## src/rtl/apb_bus_arbiter.sv

```systemverilog
// Round-robin APB master: shares one APB bus among NREQ requesters, runs
// the SETUP/ACCESS handshake and bounds every transfer with a PREADY timeout.
module apb_bus_arbiter #(
  parameter int NREQ    = 2,
  parameter int ADDR_W  = 32,
  parameter int DATA_W  = 32,
  parameter int TIMEOUT = 16
) (
  input  logic                     CLK,
  input  logic                     nRST,
  input  logic [NREQ-1:0]          req,
  input  logic [NREQ-1:0]          req_write,
  input  logic [NREQ*ADDR_W-1:0]   req_addr,
  input  logic [NREQ*DATA_W-1:0]   req_wdata,
  output logic [NREQ-1:0]          ack,
  output logic                     err,
  output logic [DATA_W-1:0]        rdata,
  output logic                     PSEL,
  output logic                     PENABLE,
  output logic                     PWRITE,
  output logic [ADDR_W-1:0]        PADDR,
  output logic [DATA_W-1:0]        PWDATA,
  input  logic [DATA_W-1:0]        PRDATA,
  input  logic                     PREADY
);

  localparam int IDX_W = (NREQ > 1) ? $clog2(NREQ) : 1;
  localparam int CNT_W = $clog2(TIMEOUT);

  localparam logic [1:0] S_IDLE   = 2'd0;
  localparam logic [1:0] S_SETUP  = 2'd1;
  localparam logic [1:0] S_ACCESS = 2'd2;

  logic [1:0]        state_q, state_d;
  logic [IDX_W-1:0]  last_grant_q, last_grant_d;
  logic [IDX_W-1:0]  winner_q, winner_d;
  logic [CNT_W-1:0]  wait_q, wait_d;
  logic              psel_q, psel_d;
  logic              penable_q, penable_d;
  logic              pwrite_q, pwrite_d;
  logic [ADDR_W-1:0] paddr_q, paddr_d;
  logic [DATA_W-1:0] pwdata_q, pwdata_d;
  logic [NREQ-1:0]   ack_q, ack_d;
  logic              err_q, err_d;
  logic [DATA_W-1:0] rdata_q, rdata_d;

  logic [ADDR_W-1:0] addr_arr  [NREQ];
  logic [DATA_W-1:0] wdata_arr [NREQ];

  generate
    for (genvar gi = 0; gi < NREQ; gi++) begin : g_unpack
      assign addr_arr[gi]  = req_addr[gi*ADDR_W +: ADDR_W];
      assign wdata_arr[gi] = req_wdata[gi*DATA_W +: DATA_W];
    end
  endgenerate

  // Rotating priority scan; a requester being acked this cycle is excluded
  // so its still-high req is not mistaken for a new request.
  logic             found;
  logic [IDX_W-1:0] pick;
  logic [IDX_W-1:0] cand;

  always_comb begin
    found = 1'b0;
    pick  = '0;
    cand  = '0;
    for (int k = 1; k <= NREQ; k++) begin
      cand = IDX_W'((int'(last_grant_q) + k) % NREQ);
      if (!found && req[cand] && !ack_q[cand]) begin
        found = 1'b1;
        pick  = cand;
      end
    end
  end

  always_comb begin
    state_d      = state_q;
    last_grant_d = last_grant_q;
    winner_d     = winner_q;
    wait_d       = wait_q;
    psel_d       = psel_q;
    penable_d    = penable_q;
    pwrite_d     = pwrite_q;
    paddr_d      = paddr_q;
    pwdata_d     = pwdata_q;
    ack_d        = '0;
    err_d        = 1'b0;
    rdata_d      = rdata_q;

    case (state_q)
      S_IDLE: begin
        if (found) begin
          pwrite_d     = req_write[pick];
          paddr_d      = addr_arr[pick];
          pwdata_d     = wdata_arr[pick];
          winner_d     = pick;
          last_grant_d = pick;
          psel_d       = 1'b1;
          penable_d    = 1'b0;
          state_d      = S_SETUP;
        end
      end
      S_SETUP: begin
        penable_d = 1'b1;
        wait_d    = '0;
        state_d   = S_ACCESS;
      end
      S_ACCESS: begin
        if (PREADY) begin
          ack_d[winner_q] = 1'b1;
          rdata_d         = pwrite_q ? '0 : PRDATA;
          psel_d          = 1'b0;
          penable_d       = 1'b0;
          state_d         = S_IDLE;
        end else if (wait_q == CNT_W'(TIMEOUT - 1)) begin
          ack_d[winner_q] = 1'b1;
          err_d           = 1'b1;
          rdata_d         = '0;
          psel_d          = 1'b0;
          penable_d       = 1'b0;
          state_d         = S_IDLE;
        end else begin
          wait_d = wait_q + 1'b1;
        end
      end
      default: begin
        psel_d    = 1'b0;
        penable_d = 1'b0;
        state_d   = S_IDLE;
      end
    endcase
  end

  always_ff @(posedge CLK or negedge nRST) begin
    if (!nRST) begin
      state_q      <= S_IDLE;
      last_grant_q <= IDX_W'(NREQ - 1);
      winner_q     <= '0;
      wait_q       <= '0;
      psel_q       <= 1'b0;
      penable_q    <= 1'b0;
      pwrite_q     <= 1'b0;
      paddr_q      <= '0;
      pwdata_q     <= '0;
      ack_q        <= '0;
      err_q        <= 1'b0;
      rdata_q      <= '0;
    end else begin
      state_q      <= state_d;
      last_grant_q <= last_grant_d;
      winner_q     <= winner_d;
      wait_q       <= wait_d;
      psel_q       <= psel_d;
      penable_q    <= penable_d;
      pwrite_q     <= pwrite_d;
      paddr_q      <= paddr_d;
      pwdata_q     <= pwdata_d;
      ack_q        <= ack_d;
      err_q        <= err_d;
      rdata_q      <= rdata_d;
    end
  end

  assign PSEL    = psel_q;
  assign PENABLE = penable_q;
  assign PWRITE  = pwrite_q;
  assign PADDR   = paddr_q;
  assign PWDATA  = pwdata_q;
  assign ack     = ack_q;
  assign err     = err_q;
  assign rdata   = rdata_q;

endmodule
```

## config.mk

```make
export PLATFORM = sky130hd
export DESIGN_NAME = apb_bus_arbiter
export DESIGN_NICKNAME = d
export VERILOG_FILES = /design/src/rtl/apb_bus_arbiter.sv
export SDC_FILE = /design/constraint.sdc
export NUM_CORES = 1
export LEC_CHECK = 0
export ABC_AREA = 1
export BUFFER_PORTS_ARGS = -buffer_cell sky130_fd_sc_hd__buf_2
export CORE_AREA = 2 2 112 114
export DETAILED_ROUTE_END_ITERATION = 10
export DIE_AREA = 0 0 114 116
export PLACE_DENSITY = 0.77
export SETUP_SLACK_MARGIN = 0.1
export SLEW_MARGIN = 20
export SYNTH_ARGS = -nofsm -noshare
export SYNTH_HDL_FRONTEND = slang
export SYNTH_SLANG_ARGS = --single-unit
```

## constraint.sdc

```tcl
create_clock -name CLK -period 2 [get_ports CLK]
set_clock_uncertainty 0.05 [all_clocks]
set_input_delay 0.2 -clock CLK [delete_from_list [all_inputs] [get_ports CLK]]
set_output_delay 0.2 -clock CLK [all_outputs]
set_load 0.02 [all_outputs]
```

Word-level counts from Yosys, hierarchy flattened
Index checks and enable logic that the tools add are counted.

word-level totals
  register bits = 110
  word-level logic and storage cells = 89

cells by class
  $add $sub $neg = 3
  order comparisons = 6
  eq/ne operators = 7
  multiplexer cells = 44
  bitwise operators = 2
  reductions and logical operators = 15

operator list
  operator               count
  $mux W32               9
  $mux W1                22
  $mux W2                6
  $lt A1 B2 Y1 const B   4
  $mux W4                2
  $pmux W4 S2            1
  $ne A2 B2 Y1 const B   3
  $pmux W1 S3            2
  $pmux W2 S3            1
  $reduce_and A2 Y1      3
  $reduce_and A3 Y1      2
  $add A4 B1 Y4 const B  1
  $eq A4 B4 Y1 const B   1
  $logic_and A1 B1 Y1    4
  $reduce_bool A2 Y1     2
  $logic_not A1 Y1       3
  $ne A3 B3 Y1 const B   1
  $add A1 B1 Y1 const B  2
  $eq A2 B1 Y1 const B   1
  $eq A2 B2 Y1 const B   1
  $ge A2 B2 Y1 const B   1
  $logic_not A2 Y1       1
  $not A1 Y2             1
  $demux W1 S1           1
  2 further kinds        2

Depth between registers and ports, before layout
Gate-level depths: netlist of the first run.

  depth after elaboration = 14
  depth in mapped cells = 8

Least setup slack after synthesis of the first run
Ideal clock, no wire load.

  path type = register -> register
  start point = register state_q[1]
  end point = register pwrite_q (netlist: PWRITE)
  setup time = 0.117 ns
  arrival time = 1.274 ns
  data required time = 1.833 ns
  path slack = 0.559 ns
  cell stages (with the launch flop) = 9
  clock period less this slack = 1.441 ns
  cell sequence = dfrtp_1 inv_2 nand2_1 a21oi_2 inv_2 buf_2 buf_2 nand2_1 nand2_1

on the way
  cells in the longest elaborated chain, start to end = 2

ends and longest elaborated chain
  item                         RTL line  source
  start, declared              34        logic [1:0] state_q, state_d;
  start signal, assigned       149       state_q <= state_d;
  $logic_not A2 Y1             90        case (state_q)
  $reduce_and A2 Y1 (no line)  --
  end signal, assigned         155       pwrite_q <= pwrite_d;
  end, declared                40        logic pwrite_q, pwrite_d;

No other way between the ends.
A chain may end at the register's enable or synchronous reset.

Final worst setup path of the first run
  start point = register last_grant_q
  end point = register paddr_q[17] (netlist: PADDR[17])

on the way
  cells in the longest elaborated chain, start to end = 14
  elaborated cells between the ends (all ways) = 25
  classes of those cells = add/sub: 2; mux: 15; bitwise: 1; reduce/logical: 7

ends and longest elaborated chain
  item                                         RTL line  source
  start, declared                              35        logic [IDX_W-1:0] last_grant_q, last_grant_d;
  start signal, assigned                       137       last_grant_q <= IDX_W'(NREQ - 1);
  start signal, assigned                       150       last_grant_q <= last_grant_d;
  $add A1 B1 Y1                                68        cand = IDX_W'((int'(last_grant_q) + k) % NREQ);
  $mux W1 (implied by the code) (2 in a row)   69        if (!found && req[cand] && !ack_q[cand]) begin
  $logic_not A1 Y1                             69
  $logic_and A1 B1 Y1                          69
  $mux W1                                      69
  $logic_not A1 Y1                             69
  $logic_and A1 B1 Y1 (2 in a row)             69
  $mux W1                                      69
  $not A1 Y2 (implied by the code)             94        paddr_d = addr_arr[pick];
  $mux W32 (implied by the code) (3 in a row)  94
  end signal, assigned                         156       paddr_q <= paddr_d;
  end, declared                                41        logic [ADDR_W-1:0] paddr_q, paddr_d;

Several ways; a longest one is shown, not always the timed one. The select of a mux whose other input is x is not followed.

==> results.py, run 1 <==
metrics = {
    "status": {
        "outcome": "completed",
    },
    "detailed_routing": {
        "met3_length_um": 900,
        "vias": 5507,
        "dr.pass1.iters": 4,
        "dr.max_layer_used": "met4",
        "viasPerCell": 4.675,
        "drt_iter0_drc": 454,
        "drt-wirelength-per-cell_um": 12.89,
        "wl_met1_mm": 6.497,
        "ant_nets": 0,
        "remaining_drc_errors": 0,
        "drt-total-wl_mm": 15.18,
        "met2WireLength_mm": 7.473,
    },
    "worst_hold_path": {
        "holdPathStages": 3,
        "min_path_type": "in -> reg",
        "hold_end": "rdata[17]$_DFFE_PN0P_",
        "hold_start": "PRDATA[17]",
    },
    "logic_synthesis": {
        "synth_top_family_by_area": "simple AND/OR/NAND/NOR gates",
        "synth.most_common_cell": "nand2_1",
        "synth_ff_type": "dfrtp_1",
        "syn-num-nets": 919,
        "synth-simple-area-share": 0.3485,
        "postSynthAreaPerCell_um2": 7.196,
        "synth-edff-count": 0,
        "yosysWarnings": 0,
        "synth_top_area_share": 0.5001,
        "yosys-top-cells-count": "308 x nand2_1, 138 x nand3_1, 137 x inv_1, 108 x dfrtp_1, 28 x buf_2",
        "ys_async_sr_fraction": 1.000,
        "syn_inst": 751,
        "synth_seq_cells": 109,
        "ys_seq_area_frac": 0.5050,
        "synthTopCellsByArea": "dfrtp_1 50%, nand2_1 21%, nand3_1 13%",
        "syn_area_mm2": 0.005404,
        "yosys.area_share.adder": 0.002315,
        "synth_compound_area_frac": 0.006020,
        "synth_top_cell_by_area": "dfrtp_1",
        "yosys-mux-area-fraction": 0,
        "synth_xor_area_frac": 0.003241,
        "synth_cell_types": 18,
    },
    "layout": {
        "final_layout_size_suffix_gt1_frac": 0.2968,
        "fin_area_mm2": 0.007452,
        "diodes": 0,
        "nets": 1194,
        "syn2layout_area_growth_pct": 37.90,
    },
    "placement": {
        "port_buffers": 268,
        "hpwlAfterDp_mm": 10.25,
        "dpl_cell_area_mm2": 0.006880,
        "gp_congestion": 0.8117,
    },
    "floorplan": {
        "die_h_um": 116,
        "core_mm2": 0.01191,
        "io_pins": 269,
        "fp.dieArea_mm2": 0.01322,
        "rows": 40,
        "floorplan.initialDensity": 0.4537,
        "die_w_um": 114,
    },
    "flow_run": {
        "drv_cap": 0,
    },
    "sta": {
        "maxSlewHeadroom": 0.5274,
        "finalHoldViolCount": 0,
        "hold_slack_ns": 0.001000,
        "worst_pin_slew_ns": 0.7089,
        "rsz0062_at_grt": "no",
        "fin_crit_ns": 1.592,
        "clock.fmax_ghz": 0.6281,
        "fin_crit_sh": 0.7961,
        "setup_viol": 0,
        "tns_ns": 0,
        "drv_slew": 0,
    },
    "setup_path": {
        "cp.arrival_ns": 1.77,
        "path_max_fanout": 49,
        "startpoint_type": "flop",
        "reg2reg_to": "PADDR[17]$_DFFE_PN0P_",
        "r2r_setup_slack_ns": 0.41,
        "worstRegToRegCells": 6,
        "reg2reg_from": "last_grant_q$_DFFE_PN1P_",
        "cp-end-kind": "flop",
        "crit_type": "reg -> reg",
        "required_ns": 2.18,
    },
    "clock_network": {
        "h-tree-depth": 3,
        "clk_path_buf_depth": 2,
        "clock-sinks": 109,
        "clk_pin_slew_worst_paths_ns": 0.09,
        "clk_latency_ns": 0.34,
        "holdBufCountCts": 26,
        "postCtsSetupBuffers": 0,
        "cts_tree": "yes",
        "ctsResizeCount": 0,
        "root_buffer": "clkbuf_16",
        "numCtsBuffers": 9,
    },
    "global_route": {
        "grt_usage": 0.2303,
        "grt-ovfl-total": 0,
        "grt_pass1_wl_mm": 24.21,
        "grt_pass1_vias": 5106,
        "grt_start_max_net_pins": 110,
        "antenna_found_initial": 0,
    },
    "power": {
        "p_leak_nw": 4.730,
        "p_per_area_mw_per_mm2": 1453,
        "ir_drop_mv": 0.8578,
    },
}
## layer usage
metal / track usage / vias to the layer above
met4: 0.08293 / 0
met5: 0 / -
met2: 0.3921 / 218
met3: 0.03766 / 25
li1: - / 2789
met1: 0.2995 / 2475
## report_power, final
group | internal [mW] | total, mW | switching (mW)
Sequential | 3.26 | 3.84 | 0.581
Clock | 0.907 | 1.81 | 0.906
Combinational | 1.69 | 5.18 | 3.49
Total | 5.85 | 10.8 | 4.98
## stage by stage
step                utilization  power [mW]  cells  worst slack, ns
floorplan                     -       7.157    751           0.5589
global placement         0.5776       8.925   1136           0.4085
detailed placement       0.5776       9.047   1136           0.3989
CTS                      0.6256       10.94   1178           0.3937
global route             0.6256       11.64   1178           0.2050
finish                   0.6256       10.83   1178           0.4078
## layout make-up
cell class,count,area (um^2)
clock buffers,9,225.2
clock inverters,7,86.33
fillers,1086,4459
inverters,140,525.5
multi-input cells,461,1966
flip-flops and latches,109,2729
well taps,147,183.9
repair buffers,305,1737
## registers in the layout, indices dropped and copies added (netlist names), 2 cells and up
| name | flops |
|---|---|
| PADDR | 32 |
| PWDATA | 32 |
| state_q | 2 |
| ack | 2 |
| rdata | 32 |
| wait_q | 4 |
## logic make-up after synthesis
family / after synthesis
and+or+nand+nor: 453
AOI/OAI and AO/OA: 5
DFF: 109
xor gates and xnor gates: 2
buffers and inverters: 181
adders and majority gates: 1
## worst max-delay path: stages, from the launching register on
cell     delay [ns]
dfstp_2        0.54
nand3_2        0.08
nand2_2        0.28
buf_12         0.28
nand2_1        0.09
nand3_1        0.09
nand2_1        0.05
## cells in the final DEF (no fill, tap or decap)
master and count:
inv_6 3, xnor2_1 2, buf_12 4, inv_2 3
buf_4 8, nand2_2 1, ha_1 1, dfstp_2 1
nor2_2 2, nand2_1 307, dlygate4sd3_1 26, nand3_2 1
clkinv_8 2, inv_12 1, nor2_4 1, dfrtp_1 108
nand4_1 1, nand3_1 137, inv_1 137, a21oi_4 1
inv_8 1, nor2_1 3, buf_2 267, o21ai_2 1
o21ai_0 3, clkbuf_16 9
## worst max-delay path by stage
| stage | start | to | cells past startpoint |
|---|---|---|---|
| 6_report | last_grant_q$_DFFE_PN1P_ | PADDR[17]$_DFFE_PN0P_ | 6 |
| 5_1_grt | ack[0]$_DFF_PN0_ | PADDR[11]$_DFFE_PN0P_ | 6 |
| 4_1_cts | last_grant_q$_DFFE_PN1P_ | PWDATA[26]$_DFFE_PN0P_ | 6 |
| 3_5_place_dp | last_grant_q$_DFFE_PN1P_ | PWDATA[13]$_DFFE_PN0P_ | 6 |
| 3_3_place_gp | ack[0]$_DFF_PN0_ | PADDR[12]$_DFFE_PN0P_ | 6 |
| 2_1_floorplan | state_q[1]$_DFFE_PN0P_ | PWRITE$_DFFE_PN0P_ | 8 |
(Power assumes the default switching activity.)
==> run 2: changes to the inputs <==
==> constraint.sdc (replaced) <==
create_clock -name CLK -period 1.65 [get_ports CLK]
set_clock_uncertainty 0.05 [all_clocks]
set_input_delay 0.165 -clock CLK [delete_from_list [all_inputs] [get_ports CLK]]
set_output_delay 0.165 -clock CLK [all_outputs]
set_load 0.02 [all_outputs]
==> run 2 against run 1 <==
Die area unchanged. Largest power group unchanged. Count of clock-buffer cells in the layout unchanged. Worst hold slack better by 0.064 ns. Combinational power up 27%. Clock power up 18%. Sequential power up 22%. Final area up 2.9%. Maximum frequency up 5.9%. Global-route usage up 1.1 points. Flip-flop and latch count unchanged. Highest routed layer unchanged. Via count up 3.0%. Critical path depth up 1.
==> results.py, run 2 (synthesis results as in run 1) <==
metrics = {
    "placement": {
        "gp_congestion": 0.8092,
        "hpwlAfterDp_mm": 10.68,
        "port_buffers": 268,
        "dp.cells": 1138,
    },
    "global_route": {
        "grt_pass1_vias": 5245,
        "antenna_found_initial": 0,
        "grt-ovfl-total": 0,
        "grt_usage": 0.2418,
        "grt_pass1_wl_mm": 25.11,
        "grt_start_max_net_pins": 68,
    },
    "setup_path": {
        "path_max_fanout": 8,
        "path_cells": "ha_4, nand3_4, inv_2, o21ai_4, buf_6, nand2_1, nand2_1",
        "cp-end-kind": "flop",
        "crit_path_max_incr_delay_ns": 0.44,
        "cp_num_buf_inv": 2,
        "cpMaxStageDelayCell": "dfrtp_1",
        "critPathTopFamily": "flip-flops",
        "cpMostUsedCell": "nand2_1",
        "worstRegToRegCells": 7,
        "reg2reg_from": "wait_q[0]$_DFFE_PN0P_",
        "r2r_setup_slack_ns": 0.15,
        "startpoint_type": "flop",
        "cp.arrival_ns": 1.75,
        "crit_type": "reg -> reg",
        "reg2reg_to": "rdata[31]$_DFFE_PN0P_",
        "required_ns": 1.89,
    },
    "floorplan": {
        "core_mm2": 0.01191,
        "die_w_um": 114,
        "die_h_um": 116,
        "rows": 40,
        "floorplan.initialDensity": 0.4537,
        "fp.dieArea_mm2": 0.01322,
        "io_pins": 269,
    },
    "power": {
        "switching_share": 0.4601,
        "p_int_mw": 7.224,
        "power.share.sequential": 0.349,
        "switchingPower_mw": 6.157,
        "p_leak_nw": 4.812,
        "ir_drop_mv": 0.9434,
        "p_per_area_mw_per_mm2": 1744,
        "clockPowerShare": 0.160,
        "p_comb_frac": 0.491,
    },
    "sta": {
        "drv_slew": 0,
        "finalHoldViolCount": 0,
        "fin_crit_sh": 0.9112,
        "rsz0062_at_grt": "no",
        "fin_crit_ns": 1.503,
        "setup_viol": 0,
        "tns_ns": 0,
        "clock.fmax_ghz": 0.6652,
        "maxSlewHeadroom": 0.7686,
        "worst_pin_slew_ns": 0.3471,
    },
    "clock_network": {
        "postCtsSetupBuffers": 0,
        "cts_tree": "yes",
        "clk_pin_slew_worst_paths_ns": 0.08,
        "h-tree-depth": 3,
        "clk_path_buf_depth": 2,
        "root_buffer": "clkbuf_16",
        "clock-sinks": 109,
        "clk_latency_ns": 0.35,
        "numCtsBuffers": 9,
    },
    "layout": {
        "fill_cells": 1065,
        "multiInputGateArea_mm2": 0.001998,
        "final_common_cell": "nand2_1",
        "syn2layout_area_growth_pct": 41.95,
        "utilization": 0.6440,
        "final_layout_size_suffix_gt1_frac": 0.3011,
        "diodes": 0,
        "nets": 1206,
        "instances_no_fill": 1190,
        "regArea_mm2": 0.002729,
        "most-common-layout-cells": "307 x nand2_1, 267 x buf_2, 136 x inv_1, 136 x nand3_1, 108 x dfrtp_1",
    },
    "detailed_routing": {
        "remaining_drc_errors": 0,
        "drt_iter0_drc": 424,
        "vias": 5673,
        "drt-wirelength-per-cell_um": 13.85,
        "ant_nets": 0,
        "dr.pass1.iters": 5,
        "viasPerCell": 4.767,
        "drt-total-wl_mm": 16.48,
    },
    "worst_hold_path": {
        "hold_end": "PADDR[7]$_DFFE_PN0P_",
        "min_path_type": "in -> reg",
        "holdPathStages": 5,
        "hold_start": "req_addr[7]",
    },
    "status": {
        "outcome": "completed",
    },
    "flow_run": {
        "drv_cap": 0,
    },
}
==> run 2: routing by layer <==
layer | track usage | share of wire | wire length [um]
met5 | 0 | 0 | 0
met4 | 0.1341 | 0.039 | 641
met3 | 0.03870 | 0.072 | 1186
met2 | 0.4123 | 0.49 | 8067
met1 | 0.2948 | 0.40 | 6580
==> run 2: through the flow <==
step                      total power, mW  hold slack [ns]  worst slack [ns]  instance area [um^2]
after floorplan                     8.675          -0.1806            0.2089                  5404
after global placement              10.95          0.01623            0.2386                  6958
after detailed placement            11.09          0.01414            0.1902                  6958
after CTS                           13.32          0.04648            0.1825                  7577
after global routing                14.34          0.07689           0.08196                  7671
final                               13.38          0.06483            0.1466                  7671
==> run 2: worst max path at each step <==
stage	from	endpoint	slack [ns]	cells past startpoint
finish	wait_q[0]$_DFFE_PN0P_	rdata[31]$_DFFE_PN0P_	0.15	7
global route	wait_q[0]$_DFFE_PN0P_	rdata[12]$_DFFE_PN0P_	0.08	7
CTS	wait_q[0]$_DFFE_PN0P_	rdata[26]$_DFFE_PN0P_	0.18	7
detailed placement	wait_q[0]$_DFFE_PN0P_	rdata[26]$_DFFE_PN0P_	0.19	7
global placement	wait_q[0]$_DFFE_PN0P_	rdata[15]$_DFFE_PN0P_	0.24	7
floorplan	state_q[1]$_DFFE_PN0P_	PWRITE$_DFFE_PN0P_	0.21	8
==> run 2: final cells by class <==
class | instances | area share
sequential | 109 | 0.3557
multi-input combinational | 461 | 0.2605
timing repair buffer | 317 | 0.2536
inverter | 140 | 0.06850
clock buffer | 9 | 0.02936
tap | 147 | 0.02398
clock inverter | 7 | 0.008318
==> run 2: timing repair <==
action,CTS,global route
hold endpoints to repair,141,0
hold buffers,33,0
gates resized for setup,0,6
setup endpoints to repair,0,28
==> run 2: power groups by stage <==
stage / logic (mW) / registers [mW] / clock network, mW
after global placement: 6.32 / 4.64 / 0
final: 6.58 / 4.67 / 2.14
after CTS: 6.51 / 4.64 / 2.17
after global routing: 7.26 / 4.79 / 2.29
after floorplan: 2.58 / 6.10 / 0
after detailed placement: 6.44 / 4.65 / 0
==> run 2: worst reg2reg max path: cells and delay by family, from the launching register on <==
family	cells	cell delay, ns
compound gates	1	0.31
fa+ha+maj	1	0.20
buf+inv	2	0.26
flops	1	0.44
simple gates	3	0.20
==> run 3: changes to the inputs <==
--- a/config.mk
+++ b/config.mk
@@ -11,7 +11,7 @@
 export DETAILED_ROUTE_END_ITERATION = 10
 export DIE_AREA = 0 0 114 116
 export PLACE_DENSITY = 0.77
-export SETUP_SLACK_MARGIN = 0.1
+export SETUP_SLACK_MARGIN = 0.15
 export SLEW_MARGIN = 20
 export SYNTH_ARGS = -nofsm -noshare
 export SYNTH_HDL_FRONTEND = slang
==> run 3 against run 2 <==
Worst setup slack got worse by 0.024 ns. Clock power about the same. Utilization increased by 0.88 points. Maximum frequency decreased by 1.6%. Critical endpoint is now rdata[14]$_DFFE_PN0P_. Via count increased by 1.0%. Largest power group unchanged. Critical path depth unchanged. Flip-flop and latch count unchanged. Die area unchanged. Register-to-register slack got worse by 0.02 ns. Final cell count increased by 0.42%. Sequential share of layout area decreased by 0.48 points. Worst hold slack got worse by 0.00090 ns.
==> results.py, run 3 (synthesis results as in run 1) <==
metrics = {
    "status": {
        "outcome": "completed",
    },
    "power": {
        "switchingPower_mw": 6.300,
        "p_leak_nw": 4.853,
        "ir_drop_mv": 0.8136,
        "power.share.sequential": 0.344,
        "p_int_mw": 7.351,
        "clockPowerShare": 0.156,
        "switching_share": 0.4615,
        "p_comb_frac": 0.500,
        "p_per_area_mw_per_mm2": 1755,
    },
    "setup_path": {
        "path_max_fanout": 8,
        "worstRegToRegCells": 7,
        "reg2reg_from": "wait_q[0]$_DFFE_PN0P_",
        "reg2reg_to": "rdata[14]$_DFFE_PN0P_",
        "required_ns": 1.89,
        "path_cells": "ha_4, nand3_4, inv_2, o21ai_4, clkbuf_16, nand2_2, nand2_1",
        "crit_type": "reg -> reg",
        "r2r_setup_slack_ns": 0.12,
        "cp_num_buf_inv": 2,
        "crit_path_max_incr_delay_ns": 0.44,
        "critPathTopFamily": "flip-flops",
        "cp-end-kind": "flop",
        "cpMaxStageDelayCell": "dfrtp_1",
        "startpoint_type": "flop",
        "cp.arrival_ns": 1.77,
    },
    "layout": {
        "instances_no_fill": 1195,
        "final_common_cell": "nand2_1",
        "final_layout_size_suffix_gt1_frac": 0.3161,
        "syn2layout_area_growth_pct": 43.90,
        "most-common-layout-cells": "294 x nand2_1, 267 x buf_2, 136 x inv_1, 136 x nand3_1, 108 x dfrtp_1",
        "nets": 1210,
    },
    "clock_network": {
        "h-tree-depth": 3,
        "root_buffer": "clkbuf_16",
        "numCtsBuffers": 9,
        "cts_tree": "yes",
        "clk_latency_ns": 0.35,
        "clk_path_buf_depth": 2,
        "clk_pin_slew_worst_paths_ns": 0.08,
        "clock-sinks": 109,
    },
    "global_route": {
        "grt_usage": 0.2418,
        "grt_pass1_vias": 5245,
        "grt_start_max_net_pins": 68,
        "grt_pass1_wl_mm": 25.11,
        "grt-ovfl-total": 0,
        "antenna_found_initial": 0,
    },
    "floorplan": {
        "die_h_um": 116,
        "fp.dieArea_mm2": 0.01322,
        "io_pins": 269,
        "core_mm2": 0.01191,
        "rows": 40,
        "floorplan.initialDensity": 0.4537,
        "die_w_um": 114,
    },
    "sta": {
        "fin_crit_ns": 1.527,
        "drv_slew": 0,
        "maxSlewHeadroom": 0.7670,
        "tns_ns": 0,
        "rsz0062_at_grt": "yes",
        "setup_viol": 0,
        "fin_crit_sh": 0.9257,
        "worst_pin_slew_ns": 0.3495,
        "clock.fmax_ghz": 0.6547,
        "finalHoldViolCount": 0,
    },
    "worst_hold_path": {
        "min_path_type": "in -> reg",
        "hold_start": "req_addr[7]",
        "holdPathStages": 5,
        "hold_end": "PADDR[7]$_DFFE_PN0P_",
    },
    "detailed_routing": {
        "ant_nets": 0,
        "drt-total-wl_mm": 17.18,
        "remaining_drc_errors": 0,
        "drt_iter0_drc": 464,
        "dr.pass1.iters": 4,
        "viasPerCell": 4.795,
        "drt-wirelength-per-cell_um": 14.37,
        "vias": 5730,
    },
    "placement": {
        "port_buffers": 268,
        "hpwlAfterDp_mm": 10.68,
        "gp_congestion": 0.8092,
        "dp.cells": 1138,
    },
    "flow_run": {
        "drv_cap": 0,
    },
}
## run 3: per-stage QoR
stage	area, um^2	power, mW	util	hold slack [ns]	setup slack [ns]
3_3_place_gp	6958	10.95	0.5841	0.01623	0.2386
3_5_place_dp	6958	11.09	0.5841	0.01414	0.1902
2_1_floorplan	5404	8.675	-	-0.1806	0.2089
5_1_grt	7774	14.63	0.6526	0.07694	0.06469
4_1_cts	7577	13.32	0.6361	0.04648	0.1825
6_report	7776	13.65	0.6528	0.06393	0.1226
## run 3: final cells by class
| type | count | area (um^2) |
|---|---|---|
| Fill cell | 1057 | 4135 |
| Sequential cell | 109 | 2729 |
| Multi-Input combinational cell | 461 | 2036 |
| Timing Repair Buffer | 321 | 2011 |
| Inverter | 140 | 525.5 |
| Clock buffer | 9 | 225.2 |
| Tap cell | 147 | 183.9 |
| Clock inverter | 7 | 63.81 |
| Antenna cell | 1 | 2.502 |
## run 3: how the worst max path moves through the flow
stage,from,to,slack (ns),cells after the start
6_report,wait_q[0]$_DFFE_PN0P_,rdata[14]$_DFFE_PN0P_,0.12,7
4_1_cts,wait_q[0]$_DFFE_PN0P_,rdata[26]$_DFFE_PN0P_,0.18,7
3_3_place_gp,wait_q[0]$_DFFE_PN0P_,rdata[15]$_DFFE_PN0P_,0.24,7
3_5_place_dp,wait_q[0]$_DFFE_PN0P_,rdata[26]$_DFFE_PN0P_,0.19,7
2_1_floorplan,state_q[1]$_DFFE_PN0P_,PWRITE$_DFFE_PN0P_,0.21,8
5_1_grt,wait_q[0]$_DFFE_PN0P_,rdata[14]$_DFFE_PN0P_,0.06,7
## run 3: worst register-to-register path, cell delays in order, from the launching register on
cell,delay (ns)
dfrtp_1,0.44
ha_4,0.19
nand3_4,0.07
inv_2,0.05
o21ai_4,0.31
clkbuf_16,0.24
nand2_2,0.05
nand2_1,0.08
## run 3: power groups by stage
stage | clock network (mW) | logic [mW] | registers (mW)
after floorplan | 0 | 2.58 | 6.10
after global routing | 2.30 | 7.50 | 4.83
after global placement | 0 | 6.32 | 4.64
after detailed placement | 0 | 6.44 | 4.65
after CTS | 2.17 | 6.51 | 4.64
final | 2.13 | 6.82 | 4.70
## run 3: layer usage
metal | global-route usage | vias up | part of all wire
li1 | - | 2827 | -
met5 | 0 | - | 0
met4 | 0.1341 | 0 | 0.041
met2 | 0.4123 | 283 | 0.49
met1 | 0.2948 | 2561 | 0.40
met3 | 0.03870 | 59 | 0.070
## run 3: what timing repair did
| item | in CTS | in global routing |
|---|---|---|
| setup endpoints to repair | 0 | 58 |
| resized for setup | 0 | 20 |
| hold buffers | 33 | 0 |
| hold endpoints to repair | 141 | 0 |
| buffers inserted | 0 | 2 |
